File: src/rtl/arb_rr2.sv
// Two-requester round-robin arbiter with a bounded hold time, a mandatory one-cycle
// gap between grants, and a registered pulse flagging timeout revocations.
module arb_rr2 #(
  parameter int unsigned MAX_HOLD = 8
) (
  input  logic       clk,
  input  logic       reset,
  input  logic [1:0] request,
  output logic [1:0] grant,
  output logic       preempt
);

  typedef enum logic [1:0] {
    IDLE = 2'd0,
    GNT0 = 2'd1,
    GNT1 = 2'd2,
    GAP  = 2'd3
  } state_t;

  localparam logic [7:0] MAX_CNT = 8'(MAX_HOLD);

  generate
    if (MAX_HOLD < 2 || MAX_HOLD > 255) begin : g_bad_max_hold
      $error("arb_rr2: MAX_HOLD must be in 2..255");
    end
  endgenerate

  state_t     state_q, state_d;
  logic       last_q, last_d;
  logic [7:0] hold_q, hold_d;
  logic       preempt_d;
  logic [1:0] grant_d;
  logic       cur, own_req, other_req;

  // State register; last-served resets to 1 so requester 0 wins the first tie.
  always_ff @(posedge clk or negedge reset) begin
    if (!reset) begin
      state_q <= IDLE;
      last_q  <= 1'b1;
      hold_q  <= '0;
    end else begin
      state_q <= state_d;
      last_q  <= last_d;
      hold_q  <= hold_d;
    end
  end

  assign cur       = (state_q == GNT1);
  assign own_req   = request[cur];
  assign other_req = request[~cur];

  // Next-state logic; release is checked before timeout so it wins on the same edge.
  always_comb begin
    state_d   = state_q;
    last_d    = last_q;
    hold_d    = hold_q;
    preempt_d = 1'b0;
    case (state_q)
      GNT0, GNT1: begin
        if (!own_req) begin
          state_d = GAP;
          hold_d  = '0;
        end else if (hold_q == MAX_CNT && other_req) begin
          state_d   = GAP;
          hold_d    = '0;
          preempt_d = 1'b1;
        end else if (hold_q != MAX_CNT) begin
          hold_d = hold_q + 8'd1;
        end
      end
      default: begin
        hold_d = '0;
        case (request)
          2'b01: begin
            state_d = GNT0;
            last_d  = 1'b0;
            hold_d  = 8'd1;
          end
          2'b10: begin
            state_d = GNT1;
            last_d  = 1'b1;
            hold_d  = 8'd1;
          end
          2'b11: begin
            state_d = last_q ? GNT0 : GNT1;
            last_d  = ~last_q;
            hold_d  = 8'd1;
          end
          default: state_d = IDLE;
        endcase
      end
    endcase
  end

  // Grant decoded from the next state so that the grant register tracks the state register.
  always_comb begin
    grant_d = '0;
    case (state_d)
      GNT0:    grant_d = 2'b01;
      GNT1:    grant_d = 2'b10;
      default: grant_d = 2'b00;
    endcase
  end

  always_ff @(posedge clk or negedge reset) begin
    if (!reset) begin
      grant   <= '0;
      preempt <= 1'b0;
    end else begin
      grant   <= grant_d;
      preempt <= preempt_d;
    end
  end

endmodule

File: config.mk
export PLATFORM = sky130hd
export DESIGN_NAME = arb_rr2
export DESIGN_NICKNAME = d
export VERILOG_FILES = /design/src/rtl/arb_rr2.sv
export SDC_FILE = /design/constraint.sdc
export NUM_CORES = 1
export LEC_CHECK = 0
export BUFFER_PORTS_ARGS = -buffer_cell sky130_fd_sc_hd__buf_2
export CORE_MARGIN = 1.5
export CORE_UTILIZATION = 60
export CTS_CLUSTER_DIAMETER = 30
export DETAILED_ROUTE_END_ITERATION = 10
export PLACE_DENSITY_LB_ADDON = 0.15
export SLEW_MARGIN = 10
export SYNTH_ARGS = -nofsm -noshare
export SYNTH_HDL_FRONTEND = slang
export SYNTH_SLANG_ARGS = --single-unit
File: constraint.sdc
create_clock -name clk -period 3.65 [get_ports clk]
set_clock_uncertainty 0.15 [all_clocks]
set_input_delay 0 -clock clk [delete_from_list [all_inputs] [get_ports clk]]
set_output_delay 0 -clock clk [all_outputs]
set_load 0.1 [all_outputs]
Yosys cells after proc, flatten, opt, wreduce, memory -nomap -nowiden
Cells that the tools add are included.

word-level totals
  bits in registers = 14
  input bits = 4
  output and inout port bits = 3
  word-level logic and storage cells = 45

cells by class
  add/sub/neg operators = 1
  $lt $le $gt $ge = 2
  equality and inequality tests = 10
  muxes and demuxes = 19
  bitwise gates (word level) = 3
  reduce and logical (&&, ||, !) cells = 5

operators by type and width
  operator                                                               number
  8-bit two-way mux                                                      4
  8-bit by 1-bit adder with 8-bit output, second input constant          1
  2-bit equality test, second input constant                             4
  8-bit by 4-bit equality test with 1-bit output, second input constant  1
  1-bit two-way mux                                                      8
  2-bit two-way mux                                                      4
  8-bit by 4-bit != test with 1-bit output, second input constant        1
  2-bit by 1-bit equality test with 1-bit output, second input constant  3
  2-bit case mux with 3 select lines                                     1
  1-bit by 2-bit < comparator with 1-bit output, second input constant   2
  4-bit != test, second input constant                                   1
  2-bit case mux with 2 select lines                                     1
  1-bit inverter                                                         3
  1-bit case mux with 3 select lines                                     1
  3-bit nonzero test                                                     1
  3-bit OR reduction                                                     1
  2-bit AND reduction                                                    1
  2-bit OR reduction                                                     1
  1-bit logical AND                                                      1

Longest topological paths before layout
Gate-level depths: netlist of the first run.

  depth after elaboration = 10
  gate-level depth with buffers = 7

Worst setup path before layout of the first run
Ideal clock, no wire load.

  kind = register to register
  from = register hold_q[0]
  to = register hold_q[0]
  setup time = 0.121 ns
  arrival time = 1.370 ns
  data required time = 3.379 ns
  slack = 2.009 ns
  stages on the path, launching flop included = 8
  path buffers = 1
  clock period less this slack = 1.641 ns
  cells stage by stage = dfrtp_1 > inv_1 > ha_1 > and3b_1 > clkbuf_1 > a22oi_1 > a31oi_1 > o22a_1

between the ends
  word-level cells in the longest chain between the ends = 5
  elaborated cells on any way between the ends = 9
  classes of those cells = add/sub (1); eq/ne (3); mux (4); reduce/logical (1)

RTL lines
  element                                                                                                          line    text
  start: declaration                                                                                               30      logic [7:0] hold_q, hold_d;
  start signal: assignment                                                                                         44      hold_q <= hold_d;
  8-bit by 1-bit adder with 8-bit output / 8-bit by 4-bit equality test with 1-bit output (equally long branches)  68, 63
  8-bit two-way mux / 1-bit logical AND (equally long branches)                                                    67, 63
  8-bit two-way mux                                                                                                63      end else if (hold_q == MAX_CNT && other_req) begin
  8-bit two-way mux                                                                                                60      if (!own_req) begin
  8-bit two-way mux                                                                                                58      case (state_q)

Parallel ways exist; a longest one is shown, timed or not. The select of a mux whose other input is x is not followed.
A chain may end at the register's enable or synchronous reset.

Worst setup path after layout of the first run
  from = register state_q[1]
  to = register last_q

between the ends
  word-level cells in the longest chain between the ends = 4
  elaborated cells on any way between the ends = 5
  classes of those cells = eq/ne (2); bitwise (1); reduce/logical (2)

RTL lines
  element                                                                                       line  text
  start: declaration                                                                            28    state_t state_q, state_d;
  start signal: assignment                                                                      42    state_q <= state_d;
  2-bit equality test / 2-bit by 1-bit equality test with 1-bit output (equally long branches)  58
  2-bit OR reduction (*)                                                                        58
  1-bit inverter (no source line) (*)                                                           -
  2-bit AND reduction (no source line) (*)                                                      -
  end signal: assignment                                                                        43    last_q <= last_d;
  end: declaration                                                                              29    logic last_q, last_d;

Every way passes the cells marked *; elsewhere a longest branch is shown, timed or not.

==> flow_summary_export.csv, run 1 <==
group,metric,value,unit
grt,gr-usage-all-layers,25.9,%
pwr,comb_power_share,50.3,%
setup_path,arrival,2140,ps
grt,grt_max_degree,14,
timing,setup_tns,0,ps
routing,wire_per_inst,14.8,um
finish,n_fill_cell,75,
grt,grt_pass1_wl,2.56,mm
clock_tree,cts_buffers,3,
die,fp-row-count,12,
finish,finalNonFillerCells,104,
pwr,pwr-share-seq,33.2,%
die,initial_core_util,67.9,%
routing,remaining_drc_errors,0,
synth,ys_top_cells_by_count,"dfrtp_1, nor2_1, nand2_1",
timing,finalMaxSlewViolations,0,
clock_tree,htree_num_levels,1,
place,port_buffers,6,
routing,vias,596,
clock_tree,clock_path_buffers,2,
die,die_h,39.2,um
clock_tree,cts_tree,"built",
grt,antenna_found_initial,0,
setup_path,max_stage_delay,590,ps
setup_path,rr_worst_depth,4,
pwr,power,0.683,mW
setup_path,r2r-end,"last_q$_DFFE_PN1P_",
synth,synth_edf_count,0,
finish,stdcell_area,901,um2
min_path,hold_class,"input pin to asynchronous set/reset pin",
synth,yosysTopAreaCell,"dfrtp_1",
synth,synth.top_cells.by_area,"dfrtp_1, ha_1, nor2_1",
die,io_pins,7,
synth,synth_nets,86,
clock_tree,worst_skew_pair.late_latency,280,ps
setup_path,reg2reg_setup_slack,1590,ps
clock_tree,clock_sinks,14,
pwr,clkPwrFrac,16.5,%
grt,grt_pass1_vias,586,
clock_tree,cts_resized,0,
finish,area_growth,14.8,%
finish,drive_gt1_share,16.7,%
synth,yosysTopAreaCellShare,41.5,%
synth,post-synth-top-count-cell,"dfrtp_1",
routing,ant_nets,0,
run,maxCapViolCount,0,
routing,drtIter0Drc,14,
timing,tightest_slew,589,ps
setup_path,crit_chain,"ha_1, a21oi_1, a31oi_1, dlygate4sd3_1",
finish,final_util,77.9,%
pwr,total_leakage_power,0.423,nW
synth,yosysWarnings,0,
die,die_x,39.2,um
die,coreArea,1160,um2
finish,nets,98,
synth,synthesis.area,785,um2
place,pre_cts_ws,1860,ps
timing,layout_worst_path_cycle_share,56.5,%
synth,netlist_instances,79,
synth,ys_async_sr_fraction,100,%
finish,antenna_cells,0,
synth,avgSynthCellArea,9.93,um2
routing,vias_per_cell,5.73,
clock_tree,cts.hold.buffers_added,5,
place,gp_congestion,0.797,
clock_tree,clkSlewWorstSetupHoldPaths,90,ps
clock_tree,post_cts_buffers,0,
timing,layout_min_cycle_time,2060,ps
timing,slew-limit-headroom,60.6,%
setup_path,cp-start-kind,"flop",
timing,setup_viol_count_final,0,
timing,hold_slack,34.8,ps
place,hpwl,1.01,mm
grt,grt-ovfl-total,0,
pwr,irDropWorstVdd,613,uV
pwr,switchingPower,0.298,mW
timing,rsz0062_at_grt,"false",
place,dp_cells,95,
setup_path,required,3720,ps
setup_path,end_kind,"flop",
pwr,sw_frac_of_total,43.6,%
timing,finalHoldViolCount,0,
clock_tree,ctsRootBufferMaster,"clkbuf_4",
place,placed_area,815,um2
setup_path,critPathKind,"flop to flop",
routing,drt_pass1_iterations,4,
setup_path,crit_slowest_cell,"dlygate4sd3_1",
pwr,powerDensity,758,nW/um2
timing,timing.final.ws_setup,1590,ps
setup_path,crit_fanout,12,
timing,fmaxAchievable,485,MHz
setup_path,timing.rr.start,"state_q[1]$_DFF_PN0_",
synth,ys.flop_type,"dfrtp_1",
pwr,internal_power,0.385,mW
synth,ys_seq_area_share,44.8,%
die,dieArea,1530,um2
status,status,"complete, no violations",
synth,synth-seq-cells,14,
routing,wl,1.54,mm
synth,synth_cell_type_count,31,
routing by layer:
layer,track usage [%],vias to the layer above,part of all wire (%)
li1,-,297,-
met2,44.2,14,51
met3,3.47,2,2.5
met4,10.3,0,1.6
met5,0,-,0
met1,32.6,283,45
critical path: cells and delay by family (launching register included):
| family | cells | cell delay [ps] |
|---|---|---|
| fa+ha+maj | 1 | 540 |
| flops | 1 | 400 |
| compound gates | 2 | 320 |
| buf+inv | 1 | 590 |
cell type report:
type	instances	area [um2]	share of cell area, %
Clock buffer	4	36.3	4.03
Sequential cell	14	352	39.0
Multi-Input combinational cell	57	400	44.4
Inverter	4	15.0	1.67
Tap cell	14	17.5	1.94
Timing Repair Buffer	11	80.1	8.89
placed cells by master (no fill, tap or decap), types with 2 or more instances in the layout:
master and count:
dfrtp_1 13, nor2_1 10, nand2_1 8, buf_2 6, dlygate4sd3_1 5, inv_1 4, a21oi_1 4, xor2_1 4
a31oi_1 3, nand3_1 3, ha_1 3, clkbuf_4 3, mux2i_1 2, nand2b_1 2, o22a_1 2, xnor2_1 2
state kept, by name, summed over array words and instances (netlist names):
signal   count
grant        2
preempt      1
last_q       1
hold_q       8
state_q      2
worst max path at each step:
stage                                       end  depth (start not counted)                   from  slack [ps]
after CTS                    last_q$_DFFE_PN1P_                          4   state_q[1]$_DFF_PN0_        1680
after floorplan           hold_q[0]$_DFFE_PN0P_                          7  hold_q[0]$_DFFE_PN0P_        2010
after detailed placement     grant[0]$_DFF_PN0_                          5   state_q[1]$_DFF_PN0_        1860
after global routing         last_q$_DFFE_PN1P_                          5   state_q[0]$_DFF_PN0_        1540
final                        last_q$_DFFE_PN1P_                          4   state_q[1]$_DFF_PN0_        1590
after global placement       grant[0]$_DFF_PN0_                          5   state_q[1]$_DFF_PN0_        1900
cells by family after synthesis:
| logic type | after synthesis | synth area share, % |
|---|---|---|
| flops | 14 | 44.8 |
| mux | 2 | 2.55 |
| fa+ha+maj | 3 | 4.79 |
| buf+inv | 8 | 4.15 |
| compound gates | 14 | 13.6 |
| xor+xnor | 6 | 6.70 |
| simple gates | 32 | 23.4 |
power by group through the flow:
stage	sequential, mW	clock, mW	combinational (mW)
finish	0.227	0.113	0.344
global route	0.231	0.119	0.376
CTS	0.226	0.115	0.339
detailed placement	0.228	0	0.317
global placement	0.227	0	0.314
floorplan	0.282	0	0.213
Note: power is estimated with default switching activity, not from simulation.
==> inputs of run 2 (changes only) <==
ABC_AREA = 1   (was default)
CORE_UTILIZATION = 55   (was 60)
clock period = 2.1 ns   (was 3.65 ns; I/O delays follow)
==> flow_summary_export.csv, run 2 <==
group,metric,value,unit
finish,drive_gt1_share,20.4,%
clock_tree,ctsRootBufferMaster,"clkbuf_4",
routing,drt_pass1_iterations,3,
synth,netlist_instances,82,
timing,tightest_slew,485,ps
grt,gr-usage-all-layers,19.8,%
synth,post-synth-top-count-cell,"dfrtp_1",
grt,grt_pass1_wl,1.91,mm
die,io_pins,7,
die,fp-row-count,13,
grt,grt-ovfl-total,0,
finish,area_growth,18.2,%
synth,ys_seq_area_share,47.2,%
timing,setup_tns,0,ps
clock_tree,clock_sinks,14,
finish,layout_common_cells,"dfrtp_1, inv_1, nand2_1, nor2_1",
die,initial_core_util,57.9,%
grt,grt_pass1_vias,510,
clock_tree,post_cts_buffers,0,
pwr,power,1.08,mW
finish,largest_reg_flops,8,
timing,slew-limit-headroom,67.9,%
finish,multi_input_comb_area,344,um2
clock_tree,cts_tree,"built",
synth,synth_xor_area_share,5.88,%
synth,ys_async_sr_fraction,100,%
finish,n_fill_cell,117,
grt,antenna_found_initial,0,
clock_tree,htree_num_levels,1,
die,die_h,39.8,um
min_path,holdPathStages,2,
grt,grt_max_degree,9,
pwr,sw_frac_of_total,46.6,%
clock_tree,cts_buffers,3,
synth,yosysWarnings,0,
finish,antenna_cells,0,
timing,finalMaxSlewViolations,0,
routing,remaining_drc_errors,0,
setup_path,end_kind,"asynchronous set/reset pin",
finish,nets,106,
timing,finalHoldViolCount,0,
finish,regMostFlops,"hold_q",
clock_tree,worst_skew_pair.late_latency,280,ps
place,port_buffers,6,
synth,yosysTopAreaCellShare,43.7,%
synth,synthAdderAreaFrac,5.04,%
pwr,powerDensity,1230,nW/um2
synth,yosysTopAreaCell,"dfrtp_1",
setup_path,arrival,2020,ps
synth,avgSynthCellArea,9.08,um2
place,pre_cts_ws,539,ps
pwr,switchingPower,0.505,mW
place,gp_congestion,0.723,
pwr,internal_power,0.578,mW
setup_path,rr_worst_depth,7,
timing,layout_min_cycle_time,1710,ps
synth,synth_cell_type_count,24,
place,hpwl,975,um
setup_path,cp-start-kind,"input pin",
routing,wire_per_inst,11.2,um
synth,synthSimpleGateAreaFrac,28.2,%
pwr,pwr-share-seq,34.3,%
pwr,total_leakage_power,0.420,nW
setup_path,required,2400,ps
synth,synthesis.area,744,um2
die,die_x,39.8,um
routing,ant_nets,0,
pwr,comb_power_share,51.5,%
routing,vias_per_cell,5.06,
timing,fmaxAchievable,584,MHz
synth,synth_edf_count,0,
timing,timing.final.ws_setup,387,ps
synth,ys.flop_type,"dfrtp_1",
routing,wl,1.27,mm
timing,layout_worst_path_cycle_share,81.6,%
finish,reg_top3,"hold_q (8), grant (2), state_q (2)",
clock_tree,clkSlewWorstSetupHoldPaths,80,ps
finish,layout_commonest_cell,"dfrtp_1",
timing,rsz0062_at_grt,"false",
min_path,hold_class,"flop to flop",
synth,synth_compound_area_share,7.06,%
synth,synth_nets,89,
routing,drtIter0Drc,8,
status,status,"complete, no violations",
die,dieArea,1580,um2
clock_tree,cts_resized,0,
synth,synth.top_cells.by_area,"dfrtp_1, inv_1, nand2_1",
setup_path,crit_fanout,8,
timing,setup_viol_count_final,0,
synth,synth-seq-cells,14,
routing,vias,572,
run,maxCapViolCount,0,
clock_tree,clock_path_buffers,2,
pwr,irDropWorstVdd,721,uV
synth,synth_mux_area_share,0,%
clock_tree,cts.hold.buffers_added,6,
pwr,clkPwrFrac,14.2,%
synth,synth_top_family_by_area,"simple AND/OR/NAND/NOR gates",
finish,final-seq-area,352,um2
die,coreArea,1280,um2
setup_path,critPathKind,"input pin to asynchronous set/reset pin",
synth,ys_top_cells_by_count,"dfrtp_1, inv_1, nand2_1, nor2_1, nand3_1",
## run 2: critical path, cell delays in order
cell	delay, ps
dlygate4sd3_1	520
dlygate4sd3_1	540
buf_2	200
dlygate4sd3_1	760
## run 2: path summary, 6_finish.rpt
path	slack, ps	to	start
worst max register to register	540	hold_q[0]$_DFFE_PN0P_	state_q[0]$_DFF_PN0_
max in group clk	540	hold_q[0]$_DFFE_PN0P_	state_q[0]$_DFF_PN0_
worst min register to register	320	last_q$_DFFE_PN1P_	last_q$_DFFE_PN1P_
min in group asynchronous	470	hold_q[0]$_DFFE_PN0P_	reset
worst min-delay path	320	last_q$_DFFE_PN1P_	last_q$_DFFE_PN1P_
worst max-delay path	390	grant[1]$_DFF_PN0_	reset
## run 2: kinds of logic (layout without fill, tap and decap cells)
logic type,after synthesis,after routing
and+or+nand+nor,41,41
buffers and inverters,13,29
DFF,14,14
adders and majority gates,3,3
AOI/OAI and AO/OA,6,6
xor gates and xnor gates,5,5
## run 2: cell type report
type | instances | share of cell area [%]
Inverter | 13 | 5.55
Clock buffer | 4 | 2.99
Multi-Input combinational cell | 55 | 39.1
Tap cell | 15 | 2.13
Sequential cell | 14 | 40.0
Timing Repair Buffer | 12 | 10.2
## run 2: through the flow
step / cells / cell area (um2) / utilization [%] / hold WS, ps
after floorplan: 82 / 744 / - / -446
after CTS: 113 / 880 / 68.5 / 320
after detailed placement: 103 / 793 / 61.7 / -247
after global placement: 103 / 793 / 61.7 / -243
after global routing: 113 / 880 / 68.5 / 348
final: 113 / 880 / 68.5 / 318
## run 2: per-layer routing
| metal | GRT usage, % | part of all wire [%] | up-vias |
|---|---|---|---|
| met5 | 0 | 0 | - |
| met1 | 19.4 | 45 | 260 |
| met4 | 19.0 | 4.0 | 0 |
| met2 | 32.8 | 48 | 9 |
| li1 | - | - | 295 |
| met3 | 5.11 | 3.2 | 8 |
## run 2: power by group through the flow
stage | Clock (mW) | Sequential (mW) | Combinational (mW)
after floorplan | 0 | 0.483 | 0.350
after global placement | 0 | 0.375 | 0.540
after detailed placement | 0 | 0.377 | 0.553
after CTS | 0.158 | 0.372 | 0.564
after global routing | 0.170 | 0.379 | 0.622
final | 0.154 | 0.372 | 0.558
